[src/rtl/sudoku_timer_pkg.sv]
// ----------------------------------------------------------------------------
// sudoku_timer_pkg
// Shared definitions for the puzzle-timer session controller:
//   - ctrl_state_t : session FSM state codes (IDLE..DONE)
//   - TIMER_RUN / TIMER_HOLD : timer control codes driven on timer_state
//   - BCD_ZERO / BCD_MAX     : packed-BCD mm:ss bounds
//   - bcd_faster()           : ordering of two packed-BCD mm:ss values
// ----------------------------------------------------------------------------
package sudoku_timer_pkg;

    typedef enum logic [2:0] {
        ST_IDLE  = 3'd0,
        ST_CLEAR = 3'd1,
        ST_RUN   = 3'd2,
        ST_PAUSE = 3'd3,
        ST_DONE  = 3'd4
    } ctrl_state_t;

    localparam logic [1:0]  TIMER_RUN  = 2'd1;
    localparam logic [1:0]  TIMER_HOLD = 2'd2;

    localparam logic [15:0] BCD_ZERO   = 16'h0000;
    localparam logic [15:0] BCD_MAX    = 16'h9959;

    // Packed BCD keeps digit significance in bit order, so a plain unsigned
    // compare orders mm:ss values correctly.
    function automatic logic bcd_faster(input logic [15:0] cand,
                                        input logic [15:0] best);
        return cand < best;
    endfunction

endpackage

[src/rtl/sudoku_timer_ctrl_if.sv]
// ----------------------------------------------------------------------------
// sudoku_timer_ctrl_if
// Signal bundle between the game/button logic + timer datapath (master) and
// the session controller (slave).
//   master drives : start_req, pause_req, solved, abort, time_spent
//   slave drives  : timer_clr, timer_state, ctrl_state, final_time,
//                   best_time, best_valid, new_record, timed_out, aborted
// ----------------------------------------------------------------------------
interface sudoku_timer_ctrl_if;

    logic        start_req;
    logic        pause_req;
    logic        solved;
    logic        abort;
    logic [15:0] time_spent;

    logic        timer_clr;
    logic [1:0]  timer_state;
    logic [2:0]  ctrl_state;
    logic [15:0] final_time;
    logic [15:0] best_time;
    logic        best_valid;
    logic        new_record;
    logic        timed_out;
    logic        aborted;

    modport master (
        output start_req, pause_req, solved, abort, time_spent,
        input  timer_clr, timer_state, ctrl_state, final_time,
               best_time, best_valid, new_record, timed_out, aborted
    );

    modport slave (
        input  start_req, pause_req, solved, abort, time_spent,
        output timer_clr, timer_state, ctrl_state, final_time,
               best_time, best_valid, new_record, timed_out, aborted
    );

endinterface

[src/rtl/best_time_tracker.sv]
// ----------------------------------------------------------------------------
// best_time_tracker
// Keeps the fastest solved time across sessions.
//   clk, rst      : clock, asynchronous active-high reset
//   capture_i     : a session was solved this cycle; consider cand_i
//   cand_i        : candidate packed-BCD mm:ss time
//   best_time_o   : fastest solved time (BCD_MAX until a record exists)
//   best_valid_o  : best_time_o holds a real record
//   new_record_o  : one-cycle pulse, best_time_o updated on the last edge
// ----------------------------------------------------------------------------
module best_time_tracker
    import sudoku_timer_pkg::*;
(
    input  logic        clk,
    input  logic        rst,
    input  logic        capture_i,
    input  logic [15:0] cand_i,
    output logic [15:0] best_time_o,
    output logic        best_valid_o,
    output logic        new_record_o
);

    logic [15:0] best_time_q, best_time_d;
    logic        best_valid_q, best_valid_d;
    logic        new_record_q, new_record_d;

    always_comb begin
        best_time_d  = best_time_q;
        best_valid_d = best_valid_q;
        new_record_d = 1'b0;
        // A tie with the current best is not a new record.
        if (capture_i && (!best_valid_q || bcd_faster(cand_i, best_time_q))) begin
            best_time_d  = cand_i;
            best_valid_d = 1'b1;
            new_record_d = 1'b1;
        end
    end

    always_ff @(posedge clk or posedge rst) begin
        if (rst) begin
            best_time_q  <= BCD_MAX;
            best_valid_q <= 1'b0;
            new_record_q <= 1'b0;
        end else begin
            best_time_q  <= best_time_d;
            best_valid_q <= best_valid_d;
            new_record_q <= new_record_d;
        end
    end

    assign best_time_o  = best_time_q;
    assign best_valid_o = best_valid_q;
    assign new_record_o = new_record_q;

endmodule

[src/rtl/sudoku_timer_ctrl.sv]
// ----------------------------------------------------------------------------
// sudoku_timer_ctrl
// Session controller for the puzzle timer: IDLE -> CLEAR -> RUN <-> PAUSE ->
// DONE. Drives the timer clear/hold controls, enforces TIME_LIMIT on the
// running time, captures the final time and tracks the best solved time.
//   clk, rst : clock, asynchronous active-high reset
//   ctrl_if  : slave side of sudoku_timer_ctrl_if (requests + time_spent in,
//              timer controls, state, captured times and flags out)
// Parameter TIME_LIMIT: packed-BCD mm:ss at or above which RUN times out.
// ----------------------------------------------------------------------------
module sudoku_timer_ctrl
    import sudoku_timer_pkg::*;
#(
    parameter logic [15:0] TIME_LIMIT = BCD_MAX
) (
    input  logic               clk,
    input  logic               rst,
    sudoku_timer_ctrl_if.slave ctrl_if
);

    ctrl_state_t state_q, state_d;
    logic        timer_clr_q, timer_clr_d;
    logic [1:0]  timer_state_q, timer_state_d;
    logic [15:0] final_time_q, final_time_d;
    logic        timed_out_q, timed_out_d;
    logic        aborted_q, aborted_d;
    logic        solve_capture;

    always_comb begin
        state_d       = state_q;
        final_time_d  = final_time_q;
        timed_out_d   = timed_out_q;
        aborted_d     = aborted_q;
        solve_capture = 1'b0;

        case (state_q)
            ST_IDLE, ST_DONE: begin
                if (ctrl_if.start_req) begin
                    state_d     = ST_CLEAR;
                    timed_out_d = 1'b0;
                    aborted_d   = 1'b0;
                end
            end
            ST_CLEAR: begin
                state_d = ST_RUN;
            end
            ST_RUN: begin
                if (ctrl_if.abort) begin
                    state_d      = ST_DONE;
                    aborted_d    = 1'b1;
                    final_time_d = ctrl_if.time_spent;
                end else if (ctrl_if.solved) begin
                    state_d       = ST_DONE;
                    final_time_d  = ctrl_if.time_spent;
                    solve_capture = 1'b1;
                end else if (ctrl_if.time_spent >= TIME_LIMIT) begin
                    state_d      = ST_DONE;
                    timed_out_d  = 1'b1;
                    final_time_d = ctrl_if.time_spent;
                end else if (ctrl_if.pause_req) begin
                    state_d = ST_PAUSE;
                end
            end
            ST_PAUSE: begin
                if (ctrl_if.abort) begin
                    state_d      = ST_DONE;
                    aborted_d    = 1'b1;
                    final_time_d = ctrl_if.time_spent;
                end else if (ctrl_if.pause_req) begin
                    state_d = ST_RUN;
                end
            end
            default: begin
                state_d = ST_IDLE;
            end
        endcase

        // Timer controls are decoded from the next state so they change on
        // the same edge as the FSM and stay glitch-free registered outputs.
        timer_clr_d   = (state_d == ST_CLEAR);
        timer_state_d = (state_d == ST_RUN) ? TIMER_RUN : TIMER_HOLD;
    end

    always_ff @(posedge clk or posedge rst) begin
        if (rst) begin
            state_q       <= ST_IDLE;
            timer_clr_q   <= 1'b0;
            timer_state_q <= TIMER_HOLD;
            final_time_q  <= BCD_ZERO;
            timed_out_q   <= 1'b0;
            aborted_q     <= 1'b0;
        end else begin
            state_q       <= state_d;
            timer_clr_q   <= timer_clr_d;
            timer_state_q <= timer_state_d;
            final_time_q  <= final_time_d;
            timed_out_q   <= timed_out_d;
            aborted_q     <= aborted_d;
        end
    end

    best_time_tracker u_best (
        .clk          (clk),
        .rst          (rst),
        .capture_i    (solve_capture),
        .cand_i       (ctrl_if.time_spent),
        .best_time_o  (ctrl_if.best_time),
        .best_valid_o (ctrl_if.best_valid),
        .new_record_o (ctrl_if.new_record)
    );

    assign ctrl_if.timer_clr   = timer_clr_q;
    assign ctrl_if.timer_state = timer_state_q;
    assign ctrl_if.ctrl_state  = state_q;
    assign ctrl_if.final_time  = final_time_q;
    assign ctrl_if.timed_out   = timed_out_q;
    assign ctrl_if.aborted     = aborted_q;

endmodule

[src/flat_wrapper.sv]
// flat-port wrapper written by rule: the top's interface ports become plain ports
module sudoku_timer_ctrl_flat import sudoku_timer_pkg::*;
#(
    parameter logic [15:0] TIME_LIMIT = BCD_MAX
)
  (clk, rst, ctrl_if_start_req, ctrl_if_pause_req, ctrl_if_solved, ctrl_if_abort, ctrl_if_time_spent, ctrl_if_timer_clr, ctrl_if_timer_state, ctrl_if_ctrl_state, ctrl_if_final_time, ctrl_if_best_time, ctrl_if_best_valid, ctrl_if_new_record, ctrl_if_timed_out, ctrl_if_aborted);
  sudoku_timer_ctrl_if ctrl_if_i ();
  input  logic clk;
  input  logic rst;
  input wire logic [$bits(ctrl_if_i.start_req)-1:0] ctrl_if_start_req;
  input wire logic [$bits(ctrl_if_i.pause_req)-1:0] ctrl_if_pause_req;
  input wire logic [$bits(ctrl_if_i.solved)-1:0] ctrl_if_solved;
  input wire logic [$bits(ctrl_if_i.abort)-1:0] ctrl_if_abort;
  input wire logic [$bits(ctrl_if_i.time_spent)-1:0] ctrl_if_time_spent;
  output wire logic [$bits(ctrl_if_i.timer_clr)-1:0] ctrl_if_timer_clr;
  output wire logic [$bits(ctrl_if_i.timer_state)-1:0] ctrl_if_timer_state;
  output wire logic [$bits(ctrl_if_i.ctrl_state)-1:0] ctrl_if_ctrl_state;
  output wire logic [$bits(ctrl_if_i.final_time)-1:0] ctrl_if_final_time;
  output wire logic [$bits(ctrl_if_i.best_time)-1:0] ctrl_if_best_time;
  output wire logic [$bits(ctrl_if_i.best_valid)-1:0] ctrl_if_best_valid;
  output wire logic [$bits(ctrl_if_i.new_record)-1:0] ctrl_if_new_record;
  output wire logic [$bits(ctrl_if_i.timed_out)-1:0] ctrl_if_timed_out;
  output wire logic [$bits(ctrl_if_i.aborted)-1:0] ctrl_if_aborted;
  assign ctrl_if_i.start_req = ctrl_if_start_req;
  assign ctrl_if_i.pause_req = ctrl_if_pause_req;
  assign ctrl_if_i.solved = ctrl_if_solved;
  assign ctrl_if_i.abort = ctrl_if_abort;
  assign ctrl_if_i.time_spent = ctrl_if_time_spent;
  assign ctrl_if_timer_clr = ctrl_if_i.timer_clr;
  assign ctrl_if_timer_state = ctrl_if_i.timer_state;
  assign ctrl_if_ctrl_state = ctrl_if_i.ctrl_state;
  assign ctrl_if_final_time = ctrl_if_i.final_time;
  assign ctrl_if_best_time = ctrl_if_i.best_time;
  assign ctrl_if_best_valid = ctrl_if_i.best_valid;
  assign ctrl_if_new_record = ctrl_if_i.new_record;
  assign ctrl_if_timed_out = ctrl_if_i.timed_out;
  assign ctrl_if_aborted = ctrl_if_i.aborted;
  sudoku_timer_ctrl #(.TIME_LIMIT(TIME_LIMIT)) u_core (.clk(clk), .rst(rst), .ctrl_if(ctrl_if_i));
endmodule
[config.mk]
export PLATFORM = sky130hd
export DESIGN_NAME = sudoku_timer_ctrl_flat
export DESIGN_NICKNAME = d
export VERILOG_FILES = /design/src/rtl/sudoku_timer_pkg.sv /design/src/rtl/sudoku_timer_ctrl_if.sv /design/src/rtl/best_time_tracker.sv /design/src/rtl/sudoku_timer_ctrl.sv /design/src/flat_wrapper.sv
export SDC_FILE = /design/constraint.sdc
export NUM_CORES = 1
export LEC_CHECK = 0
export ABC_AREA = 0
export BUFFER_PORTS_ARGS = -buffer_cell sky130_fd_sc_hd__buf_2
export CAP_MARGIN = 20
export CORE_MARGIN = 10
export CORE_UTILIZATION = 43
export CTS_CLUSTER_DIAMETER = 60
export DETAILED_ROUTE_END_ITERATION = 8
export GPL_TIMING_DRIVEN = 0
export HOLD_SLACK_MARGIN = 0.05
export PLACE_DENSITY = 0.74
export SLEW_MARGIN = 20
export SYNTH_ARGS = -nofsm -noshare
export SYNTH_HDL_FRONTEND = slang
export SYNTH_HIERARCHICAL = 1
export SYNTH_SLANG_ARGS = --single-unit
[constraint.sdc]
create_clock -name clk -period 5.7 [get_ports clk]
set_input_delay 0.57 -clock clk [delete_from_list [all_inputs] [get_ports clk]]
set_output_delay 0.57 -clock clk [all_outputs]
set_load 0.01 [all_outputs]
## After elaboration in Yosys (flattened, before gate mapping)

Cells that the tools add are included.
Widths: inputs -> output; s select.

- Memories kept: 0
- Latch bits: 0
- Word-level logic and storage cells: 61
- Output and inout port bits: 42
- Bits in registers: 42
- Bits in writable memories: 0
- Memory bits (read-only): 0

- Reductions and logical operators: 12
- Multiplexer cells: 25
- Eq/ne operators: 13
- Order comparisons: 2
- $add $sub $neg: 0
- Div/mod/pow operators: 0
- Shifts and indexed selects: 0
- $mul: 0
- Bitwise operators: 0

Operators by type and width:

| cell | count |
|---|---|
| $mux 16 | 4 |
| $pmux 16 s2 | 1 |
| $mux 3 | 7 |
| $ge 16x16->1 const B | 1 |
| $lt 16x16->1 | 1 |
| $pmux 3 s4 | 1 |
| $eq 3x2->1 const B | 3 |
| $mux 1 | 9 |
| $ne 2x2->1 const B | 4 |
| $eq 3x1->1 const B | 2 |
| $reduce_and 3->1 | 2 |
| $reduce_bool 2->1 | 3 |
| $reduce_and 5->1 | 1 |
| $ne 2x1->1 const B | 2 |
| $ne 4x3->1 const B | 1 |
| $pmux 1 s2 | 2 |
| $reduce_or 2->1 | 2 |
| $eq 3x3->1 const B | 1 |
| $logic_not 3->1 | 1 |
| $mux 2 | 1 |
| $logic_and 1x1->1 | 1 |
| $logic_not 1->1 | 1 |
| $logic_or 1x1->1 | 1 |

## Longest topological paths before layout

Gate-level depths: netlist of the first run.

- Depth in word-level cells: 7
- Depth in mapped cells: 10
- Depth with buffers taken out: 7

## Hierarchy

The synthesis of the first run kept the hierarchy.

Modules (own cells, without submodules):

| module | area an instance (µm²) | sequential area each (µm²) | cells each | instances |
|---|---|---|---|---|
| sudoku_timer_ctrl | 1320.0 | 601.8 | 138 | 1 |
| best_time_tracker | 1124.8 | 460.4 | 93 | 1 |

## Least setup slack after synthesis of the first run

OpenSTA, ideal clock, no wires.

- Kind: register -> register
- Start point: register u_core.u_best.best_time_q[6] (netlist: u_core/u_best/best_time_o[6])
- End point: register u_core.u_best.best_time_q[10] (netlist: u_core/u_best/best_time_o[10])
- Data arrival time: 2.211 ns
- Path buffers: 2
- Period minus slack after synthesis: 2.336 ns
- Library setup time: 0.125 ns
- Data required time: 5.575 ns
- Slack: 3.364 ns
- Stages on the path, launching flop included: 10
- Path through: dfstp_2 -> inv_1 -> ha_1 -> and3_1 -> a221oi_2 -> o32ai_1 -> o31a_1 -> buf_6 -> buf_12 -> mux2_4

- Cells in the longest elaborated chain, start to end: 3

RTL lines:

| element | line | RTL |
|---|---|---|
| start, declared | best_time_tracker.sv:23 | `logic [15:0] best_time_q, best_time_d;` |
| start signal, assigned | best_time_tracker.sv:45 | `best_time_q <= best_time_d;` |
| $lt 16x16->1 | sudoku_timer_pkg.sv:29 | `return cand < best;` |
| $logic_or 1x1->1 | best_time_tracker.sv:32 | `if (capture_i && (!best_valid_q \|\| bcd_faster(cand_i, best_time_q))) begin` |
| $logic_and 1x1->1 | best_time_tracker.sv:32 |  |

No other way between the ends.
A chain may end at the register's enable or synchronous reset.

## Worst setup path after layout of the first run

- Start point: register u_core.u_best.best_time_q[15] (netlist: u_core/u_best/best_time_o[15])
- End point: register u_core.u_best.best_time_q[14] (netlist: u_core/u_best/best_time_o[14])

Same word-level chain as after synthesis.

==> metrics.yaml, run 1 <==
status: "finished, final reports clean"
grt-ovfl-total: 0
final.setup.worst_slack_ns: 3.17
p_leak_nw: 1.41
path_buf_inv: 3
yosysWarnings: 6
synth_top_area_cell: "dfrtp_1"
antenna_found_initial: 0
postCtsResizedCells: 0
cp_cell_sequence: "inv_1, ha_1, nand4_1, a211o_1, o32ai_1, o31a_1, buf_6, buf_12, mux2_4"
synthCells: 231
coreArea_mm2: 0.00551
power.total_mw: 1.51
layout-drive-gt1-share_pct: 36.2
syn_avg_cell_area_um2: 10.6
place_area_mm2: 0.00285
holdWs_ns: 0.393
cts_hold_buffers: 0
yosysMostFrequentCell: "nand2_1"
ant_nets: 0
worst_pin_slew_ns: 0.920
area_delta_synth_final_pct: 22.2
reg2reg_slack_ns: 3.17
viasPerCell: 5.38
slowest_delay_ns: 0.55
rr_worst_depth: 9
fin_cells: 373
firstDrtPassIters: 4
insertedDiodeCount: 0
cts_tree: "built"
holdCritPathClass: "input pin to asynchronous set/reset pin"
grtUsageMet1_pct: 16.8
cp_slowest_cell: "dfstp_2"
netlist_area_mm2: 0.00244
synthTopCellsByArea: "dfrtp_1 34%, dfstp_2 9.7%, ha_1 7.7%, o2111ai_1 6.1%, nand2_1 5.7%"
dp_hpwl_um: 4690
cts_setup_buffers: 0
vias: 2007
hold_viol: 0
worstPathMaxFanout: 10
finalInstanceArea_mm2: 0.00299
multi_input_area_mm2: 0.00121
clkSinkCount: 42
finalSetupViolCount: 0
rsz0062_at_grt: "false"
cpLargestDelayFamily: "compound AO/OA/AOI/OAI gates"
ys_types: 47
h-tree-depth: 2
critical_path_required_ns: 5.88
top_usage_layer: "met2"
seqCellArea_mm2: 0.00106
maxClockFrequency_mhz: 395
initial_utilization_pct: 44.4
use_met2_pct: 22.8
reg2reg_from: "u_core/u_best/best_time_o[15]$_DFFE_PP1P_"
use_met3_pct: 4.24
nFillCells: 504
portBuffers: 62
rows: 27
cts_buffers: 5
clockRootBuffer: "clkbuf_8"
synth_edf_count: 0
synth_ff_type: "dfrtp_1"
clk_path_buf_depth: 2
slew_violations: 0
cp-end-kind: "flop"
slew_headroom_pct: 38.6
die_h_um: 95.4
critPathKind: "flop to flop"
place_inst: 365
fin_crit_sh_pct: 44.5
place_ws_ns: 3.01
start_kind: "flop"
path_clk_slew_ns: 0.08
final_util_pct: 54.3
wl_um: 6180
skew_ns: 0.00660
r2r-end: "u_core/u_best/best_time_o[14]$_DFFE_PP0P_"
grtUsageTotal_pct: 13.9
ys_ff_latch: 42
fp.dieW_um: 95.4
drv_cap: 0
synth_commonest_cells: "37 x nand2_1, 33 x dfrtp_1, 24 x inv_1, 17 x o2111ai_1, 17 x o211ai_1"
critPathArrivalTime_ns: 2.72
grt_pass1_vias: 2062
ys_async_sr_fraction_pct: 100
grt_pass1_wl_um: 10000
synth_top_area_share_pct: 33.8
setup_tns_ns: 0
die_area_mm2: 0.00910
place_congestion: 0.826
peakVddDrop_mv: 0.236
layout.nets: 337
drc: 0
grt_max_degree: 25
yosysSeqAreaShare_pct: 43.4
worstSkewPairLatency_ns: 0.29
post_drt_wl_per_cell_um: 16.6
syn-num-nets: 268
p_per_area_mw_per_mm2: 504
drt-initial-drc-count: 91
fin_crit_ns: 2.53
io_pins: 64
-- kinds of logic (layout without fill, tap and decap cells) --
family | Yosys count | after routing | share of synthesized area [%]
compound gates | 62 | 62 | 21.3
simple gates | 61 | 61 | 12.0
flops | 42 | 42 | 43.4
buf+inv | 35 | 105 | 6.86
mux | 16 | 16 | 8.75
fa+ha+maj | 15 | 15 | 7.68
-- how the worst max path moves through the flow --
stage,startpoint,end,cells after the start
2_1_floorplan,u_core/u_best/best_time_o[6]$_DFFE_PP1P_,u_core/u_best/best_time_o[10]$_DFFE_PP0P_,9
3_3_place_gp,ctrl_if_time_spent[15],u_core/u_best/best_time_o[13]$_DFFE_PP0P_,9
3_5_place_dp,ctrl_if_time_spent[15],u_core/u_best/best_time_o[10]$_DFFE_PP0P_,9
4_1_cts,u_core/u_best/best_time_o[15]$_DFFE_PP1P_,u_core/u_best/best_time_o[10]$_DFFE_PP0P_,9
5_1_grt,u_core/u_best/best_time_o[15]$_DFFE_PP1P_,u_core/u_best/best_time_o[14]$_DFFE_PP0P_,9
6_report,u_core/u_best/best_time_o[15]$_DFFE_PP1P_,u_core/u_best/best_time_o[14]$_DFFE_PP0P_,9
-- power by group --
part           switching, mW  total (mW)  internal (mW)  leakage [nW]
clock network          0.104       0.291          0.187        0.0714
logic                  0.344       0.651          0.307         0.840
registers              0.104       0.563          0.460         0.496
total                  0.551        1.51          0.954          1.41
-- state kept, by name (all words and copies together), names as in the netlist --
register	count
u_core/u_best/best_valid_o	1
u_core/ctrl_if.timed_out	1
u_core/ctrl_if.ctrl_state	3
u_core/u_best/new_record_o	1
u_core/ctrl_if.timer_state	2
u_core/ctrl_if.timer_clr	1
u_core/ctrl_if.aborted	1
u_core/u_best/best_time_o	16
u_core/ctrl_if.final_time	16
-- routing by layer --
| layer | wire length (µm) | share of wire [%] | vias to the layer above |
|---|---|---|---|
| met3 | 349 | 5.6 | 7 |
| met5 | 0 | 0 | - |
| met4 | 89 | 1.4 | 0 |
| met2 | 2960 | 48 | 49 |
| met1 | 2780 | 45 | 956 |
| li1 | - | - | 995 |
-- area by class of cell --
type                            instances  area share, %
Tap cell                               72           3.02
Inverter                               24           3.02
Multi-Input combinational cell        154           40.7
Clock buffer                            6           2.76
Buffer                                 11           2.60
Clock inverter                          2           2.01
Timing Repair Buffer                   62           10.4
Sequential cell                        42           35.6
-- worst register-to-register path: stages (launching register included) --
cell	delay [ns]
dfstp_2	0.55
inv_1	0.04
ha_1	0.30
nand4_1	0.21
a211o_1	0.30
o32ai_1	0.26
o31a_1	0.18
buf_6	0.15
buf_12	0.15
mux2_4	0.30
-- layout by cell type, fill, tap and decap left out, types with 2 or more instances in the layout --
cell        n
buf_2      63
nand2_1    37
dfrtp_1    33
inv_1      24
o2111ai_1  17
o211ai_1   17
ha_1       15
dfstp_2     9
mux2_4      9
mux2_2      7
clkbuf_8    6
clkbuf_1    6
a21oi_1     5
o21ai_0     4
nand2b_1    4
nand4_1     3
bufinv_16   2
and3_1      2
nor3b_1     2
nor2_1      2
and2_1      2
buf_6       2
nor3_1      2
o32ai_1     2
or2_2       2
No activity file was read; power rests on OpenSTA's default activity.
==> run 2: changes to the inputs <==
--- a/config.mk
+++ b/config.mk
@@ -14,7 +14,7 @@
 export DETAILED_ROUTE_END_ITERATION = 8
 export GPL_TIMING_DRIVEN = 0
 export HOLD_SLACK_MARGIN = 0.05
-export PLACE_DENSITY = 0.74
+export PLACE_DENSITY = 0.77
 export SLEW_MARGIN = 20
 export SYNTH_ARGS = -nofsm -noshare
 export SYNTH_HDL_FRONTEND = slang
==> constraint.sdc (replaced) <==
create_clock -name clk -period 2.3 [get_ports clk]
set_input_delay 0.23 -clock clk [delete_from_list [all_inputs] [get_ports clk]]
set_output_delay 0.23 -clock clk [all_outputs]
set_load 0.01 [all_outputs]
==> run 2 against run 1 <==
The run now ends with setup timing left. Clock skew rose by 0.0014 ns. Register-to-register slack got worse by 3.3 ns. Wire length rose by 6.1%. Power rose by 140%. Sequential power rose by 150%. Maximum frequency rose by 6.3%. Die area did not move.
==> metrics.yaml, run 2 (synthesized netlist as in run 1, its figures left out) <==
clkSinkCount: 42
grt_pass1_vias: 2162
final.setup.worst_slack_ns: -0.0847
p_leak_nw: 1.47
cts_buffers: 5
io_pins: 64
drc: 0
reg2reg_slack_ns: -0.08
clk_path_buf_depth: 2
wl_um: 6560
fin_crit_ns: 2.38
power.total_mw: 3.69
coreArea_mm2: 0.00551
violations: "setup timing"
worstSkewPairLatency_ns: 0.29
p_per_area_mw_per_mm2: 1180
cts_tree: "built"
critPathKind: "flop to flop"
wl_met2_um: 3250
drv_cap: 0
maxClockFrequency_mhz: 419
rsz0062_at_grt: "true"
vias: 2096
worstPathMaxFanout: 4
clockRootBuffer: "clkbuf_8"
worst_pin_slew_ns: 0.918
skew_ns: 0.00796
cp-end-kind: "flop"
initial_utilization_pct: 44.4
dp_hpwl_um: 4780
peakVddDrop_mv: 0.473
ant_nets: 0
critPathArrivalTime_ns: 2.56
insertedDiodeCount: 0
viasPerCell: 5.49
grt-ovfl-total: 0
r2r-end: "u_core/u_best/best_time_o[5]$_DFFE_PP0P_"
fin_crit_sh_pct: 104
layout.nets: 346
holdCritPathClass: "input pin to asynchronous set/reset pin"
finalInstanceArea_mm2: 0.00312
hold_viol: 0
wl_met3_um: 436
grt_pass1_wl_um: 10800
mostFrequentLayoutCell: "buf_2"
place_ws_ns: -0.214
rr_worst_depth: 9
cts_hold_buffers: 0
rows: 27
h-tree-depth: 2
wl_met1_um: 2720
area_delta_synth_final_pct: 27.6
fp.dieW_um: 95.4
mostFrequentLayoutCells: "63 x buf_2, 37 x nand2_1, 32 x dfrtp_1"
grtUsageTotal_pct: 14.8
place_area_mm2: 0.00286
drt-initial-drc-count: 127
path_clk_slew_ns: 0.08
start_kind: "flop"
place_congestion: 0.857
layout-drive-gt1-share_pct: 41.6
slew_violations: 0
firstDrtPassIters: 4
slew_headroom_pct: 38.7
post_drt_wl_per_cell_um: 17.2
die_h_um: 95.4
reg2reg_from: "u_core/u_best/best_time_o[15]$_DFFE_PP1P_"
status: "finished, violations left"
highest_layer: "met4"
antenna_found_initial: 0
finalSetupViolCount: 16
grt_max_degree: 25
portBuffers: 62
critical_path_required_ns: 2.47
die_area_mm2: 0.00910
## run 2: cell count changes in the layout (fill, tap and decap cells not counted), moves of 2 or more
cell / change
ha_1: -4
clkinv_2: +2
buf_6: +3
buf_4: +5
mux2_4: +7
inv_2: +4
bufinv_16: -2
inv_1: -4
ha_4: +4
mux2_2: -7
## run 2: timing repair
action | CTS | global route
gates resized for setup | 16 | 4
buffers inserted | 7 | 1
pin swaps | 5 | 0
gates cloned | 1 | 0
endpoints found under the setup margin | 16 | 16
## run 2: worst max-delay path by stage
stage,startpoint,to
2_1_floorplan,u_core/u_best/best_time_o[11]$_DFFE_PP1P_,u_core/u_best/best_time_o[10]$_DFFE_PP0P_
3_3_place_gp,u_core/u_best/best_time_o[15]$_DFFE_PP1P_,u_core/u_best/best_time_o[13]$_DFFE_PP0P_
3_5_place_dp,u_core/u_best/best_time_o[15]$_DFFE_PP1P_,u_core/u_best/best_time_o[13]$_DFFE_PP0P_
4_1_cts,u_core/u_best/best_time_o[12]$_DFFE_PP1P_,u_core/u_best/best_time_o[7]$_DFFE_PP0P_
5_1_grt,u_core/u_best/best_time_o[8]$_DFFE_PP1P_,u_core/u_best/best_time_o[5]$_DFFE_PP0P_
6_report,u_core/u_best/best_time_o[15]$_DFFE_PP1P_,u_core/u_best/best_time_o[5]$_DFFE_PP0P_
## run 2: power by group
part | leakage, nW | internal [mW] | total, mW | switching (mW)
clock network | 0.0450 | 0.211 | 0.457 | 0.246
registers | 0.495 | 1.14 | 1.40 | 0.259
logic | 0.927 | 0.905 | 1.83 | 0.927
total | 1.47 | 2.26 | 3.69 | 1.43
## run 2: layer usage
layer / global-route usage [%] / vias to the layer above
met5: 0 / -
met4: 5.90 / 0
met3: 4.08 / 9
met2: 23.9 / 58
met1: 18.2 / 1018
li1: - / 1011
## run 2: metrics by stage
| stage | util, % | cells | setup TNS [ns] | hold WS, ns |
|---|---|---|---|---|
| 2_1_floorplan | - | 231 | 0 | 0.163 |
| 3_3_place_gp | 52.0 | 365 | -1.85 | 0.367 |
| 3_5_place_dp | 52.0 | 365 | -2.20 | 0.383 |
| 4_1_cts | 56.3 | 381 | -0.247 | 0.0610 |
| 5_1_grt | 56.6 | 382 | -2.40 | 0.108 |
| 6_report | 56.6 | 382 | -0.742 | 0.0495 |
## run 2: worst max-delay path, cell delays in order (launching register included)
cell and delay [ns]:
dfstp_2 0.55, inv_2 0.05, ha_4 0.27, nand4_1 0.16
a211o_1 0.29, o32ai_2 0.22, o31a_1 0.17, buf_6 0.14
buf_6 0.13, mux2_4 0.30
## run 2: layout make-up
class                           count  area [µm²]
Sequential cell                    42        1060
Clock inverter                      2        10.0
Tap cell                           72        90.1
Fill cell                         488        2390
Buffer                             11        77.6
Clock buffer                        6        72.6
Timing Repair Buffer               71         409
Inverter                           24        90.1
Multi-Input combinational cell    154        1310
==> run 3: changes to the inputs <==
--- a/config.mk
+++ b/config.mk
@@ -9,12 +9,12 @@
 export BUFFER_PORTS_ARGS = -buffer_cell sky130_fd_sc_hd__buf_2
 export CAP_MARGIN = 20
 export CORE_MARGIN = 10
-export CORE_UTILIZATION = 43
+export CORE_UTILIZATION = 53
 export CTS_CLUSTER_DIAMETER = 60
 export DETAILED_ROUTE_END_ITERATION = 8
 export GPL_TIMING_DRIVEN = 0
 export HOLD_SLACK_MARGIN = 0.05
-export PLACE_DENSITY = 0.77
+export PLACE_DENSITY = 0.87
 export SLEW_MARGIN = 20
 export SYNTH_ARGS = -nofsm -noshare
 export SYNTH_HDL_FRONTEND = slang
==> constraint.sdc (replaced) <==
create_clock -name clk -period 2.4 [get_ports clk]
set_input_delay 0.24 -clock clk [delete_from_list [all_inputs] [get_ports clk]]
set_output_delay 0.24 -clock clk [all_outputs]
set_load 0.01 [all_outputs]
==> run 3 against run 2 <==
The flow still finishes with violations (setup timing). First-iteration DRC count grew 38%. Sequential power shrank 4%. Final cell count shrank 5.5%. Clock skew shrank 0.0018 ns. Clock-buffer cell count shrank 1. Critical endpoint unchanged.
==> metrics.yaml, run 3 (synthesized netlist as in run 1, its figures left out) <==
clockRootBuffer: "clkbuf_8"
setup_tns_ns: -0.544
slew_headroom_pct: 37.4
critPathKind: "flop to flop"
finalSetupViolCount: 16
cp-end-kind: "flop"
coreArea_mm2: 0.00441
reg2reg_from: "u_core/u_best/best_time_o[12]$_DFFE_PP1P_"
violations: "setup timing"
fin_cells: 361
holdCritPathClass: "input pin to asynchronous set/reset pin"
crit_end: "u_core/u_best/best_time_o[5]$_DFFE_PP0P_"
mostFrequentLayoutCells: "63 x buf_2, 37 x nand2_1, 33 x dfrtp_1"
startpoint: "u_core/u_best/best_time_o[12]$_DFFE_PP1P_"
clk_path_buf_depth: 2
drv_cap: 0
final.setup.worst_slack_ns: -0.0620
die_area_mm2: 0.00773
hold_viol: 0
vias: 2172
critical_path_required_ns: 2.57
antenna_found_initial: 0
grt-ovfl-total: 0
rr_worst_depth: 9
portBuffers: 62
place_inst: 345
worstSkewPairLatency_ns: 0.29
io_pins: 64
layout.nets: 345
peakVddDrop_mv: 0.723
fin_crit_ns: 2.46
worstPathMaxFanout: 6
worst_pin_slew_ns: 0.938
grt_pass1_vias: 2237
reg2reg_slack_ns: -0.06
r2r-end: "u_core/u_best/best_time_o[5]$_DFFE_PP0P_"
rows: 24
initial_utilization_pct: 55.4
p_per_area_mw_per_mm2: 1190
die_h_um: 87.9
critPathArrivalTime_ns: 2.64
grt_pass1_wl_um: 11100
drt-initial-drc-count: 175
mostFrequentLayoutCell: "buf_2"
maxClockFrequency_mhz: 406
cts_buffers: 5
rsz0062_at_grt: "true"
grt_max_degree: 25
h-tree-depth: 2
insertedDiodeCount: 0
path_clk_slew_ns: 0.08
wl_um: 6890
ant_nets: 0
place_congestion: 0.805
place_ws_ns: -0.126
layout-drive-gt1-share_pct: 40.5
drc: 0
slew_violations: 0
fin_crit_sh_pct: 103
start_kind: "flop"
status: "finished, violations left"
fp.dieW_um: 87.9
grtUsageTotal_pct: 17.9
cts_tree: "built"
viasPerCell: 6.02
clkSinkCount: 42
dp_hpwl_um: 4610
post_drt_wl_per_cell_um: 19.1
skew_ns: 0.00616
p_leak_nw: 1.48
firstDrtPassIters: 4
area_delta_synth_final_pct: 26.7
cts_hold_buffers: 0
-- run 3: worst min-delay path by stage --
| stage | start | endpoint | slack [ns] | cells after the start |
|---|---|---|---|---|
| final | rst | u_core/u_best/best_time_o[1]$_DFFE_PP0P_ | 0.06 | 2 |
| after detailed placement | rst | u_core/u_best/best_time_o[5]$_DFFE_PP0P_ | 0.38 | 2 |
| after global placement | rst | u_core/u_best/best_time_o[1]$_DFFE_PP0P_ | 0.36 | 2 |
| after CTS | rst | u_core/u_best/best_time_o[1]$_DFFE_PP0P_ | 0.06 | 2 |
| after global routing | rst | u_core/u_best/best_time_o[1]$_DFFE_PP0P_ | 0.08 | 2 |
| after floorplan | rst | u_core/u_best/best_time_o[10]$_DFFE_PP0P_ | 0.17 | 1 |
-- run 3: cell type report --
| class | count | area, µm² |
|---|---|---|
| clock buffer | 5 | 68.8 |
| tap | 52 | 65.1 |
| multi-input combinational | 154 | 1290 |
| buffer | 11 | 77.6 |
| sequential | 42 | 1060 |
| clock inverter | 3 | 40.0 |
| timing repair buffer | 70 | 403 |
| inverter | 24 | 90.1 |
| fill | 320 | 1320 |
-- run 3: timing repair --
| item | in CTS | in global routing |
|---|---|---|
| cloned | 1 | 0 |
| buffers inserted | 5 | 2 |
| gates resized for setup | 10 | 5 |
| endpoints found under the setup margin | 12 | 16 |
| hold endpoints to repair | 0 | 0 |
| pin swaps | 6 | 1 |
-- run 3: critical path: stages, from the launching register on --
cell	delay, ns
dfstp_2	0.54
inv_2	0.05
ha_4	0.25
nand4_1	0.18
a211o_1	0.30
o32ai_2	0.23
o31a_1	0.20
buf_6	0.15
buf_12	0.13
mux2_4	0.30
-- run 3: where the power goes --
group | leakage (nW) | switching (mW) | internal, mW
Clock | 0.0579 | 0.242 | 0.306
Sequential | 0.496 | 0.248 | 1.09
Combinational | 0.922 | 0.927 | 0.870
-- run 3: metal layers --
metal | wire length (µm) | track usage (%)
met1 | 2780 | 21.7
met2 | 3520 | 30.2
met3 | 405 | 4.55
met4 | 179 | 5.80
met5 | 0 | 0
-- run 3: through the flow --
step                      hold WS (ns)  power [mW]  area [µm²]  utilization, %
after floorplan                  0.173        2.32        2440               -
after global placement           0.362        2.84        2820            63.9
after detailed placement         0.379        2.92        2820            63.9
after CTS                       0.0599        3.60        3060            69.2
after global routing            0.0760        3.97        3100            70.2
final                           0.0585        3.68        3100            70.2
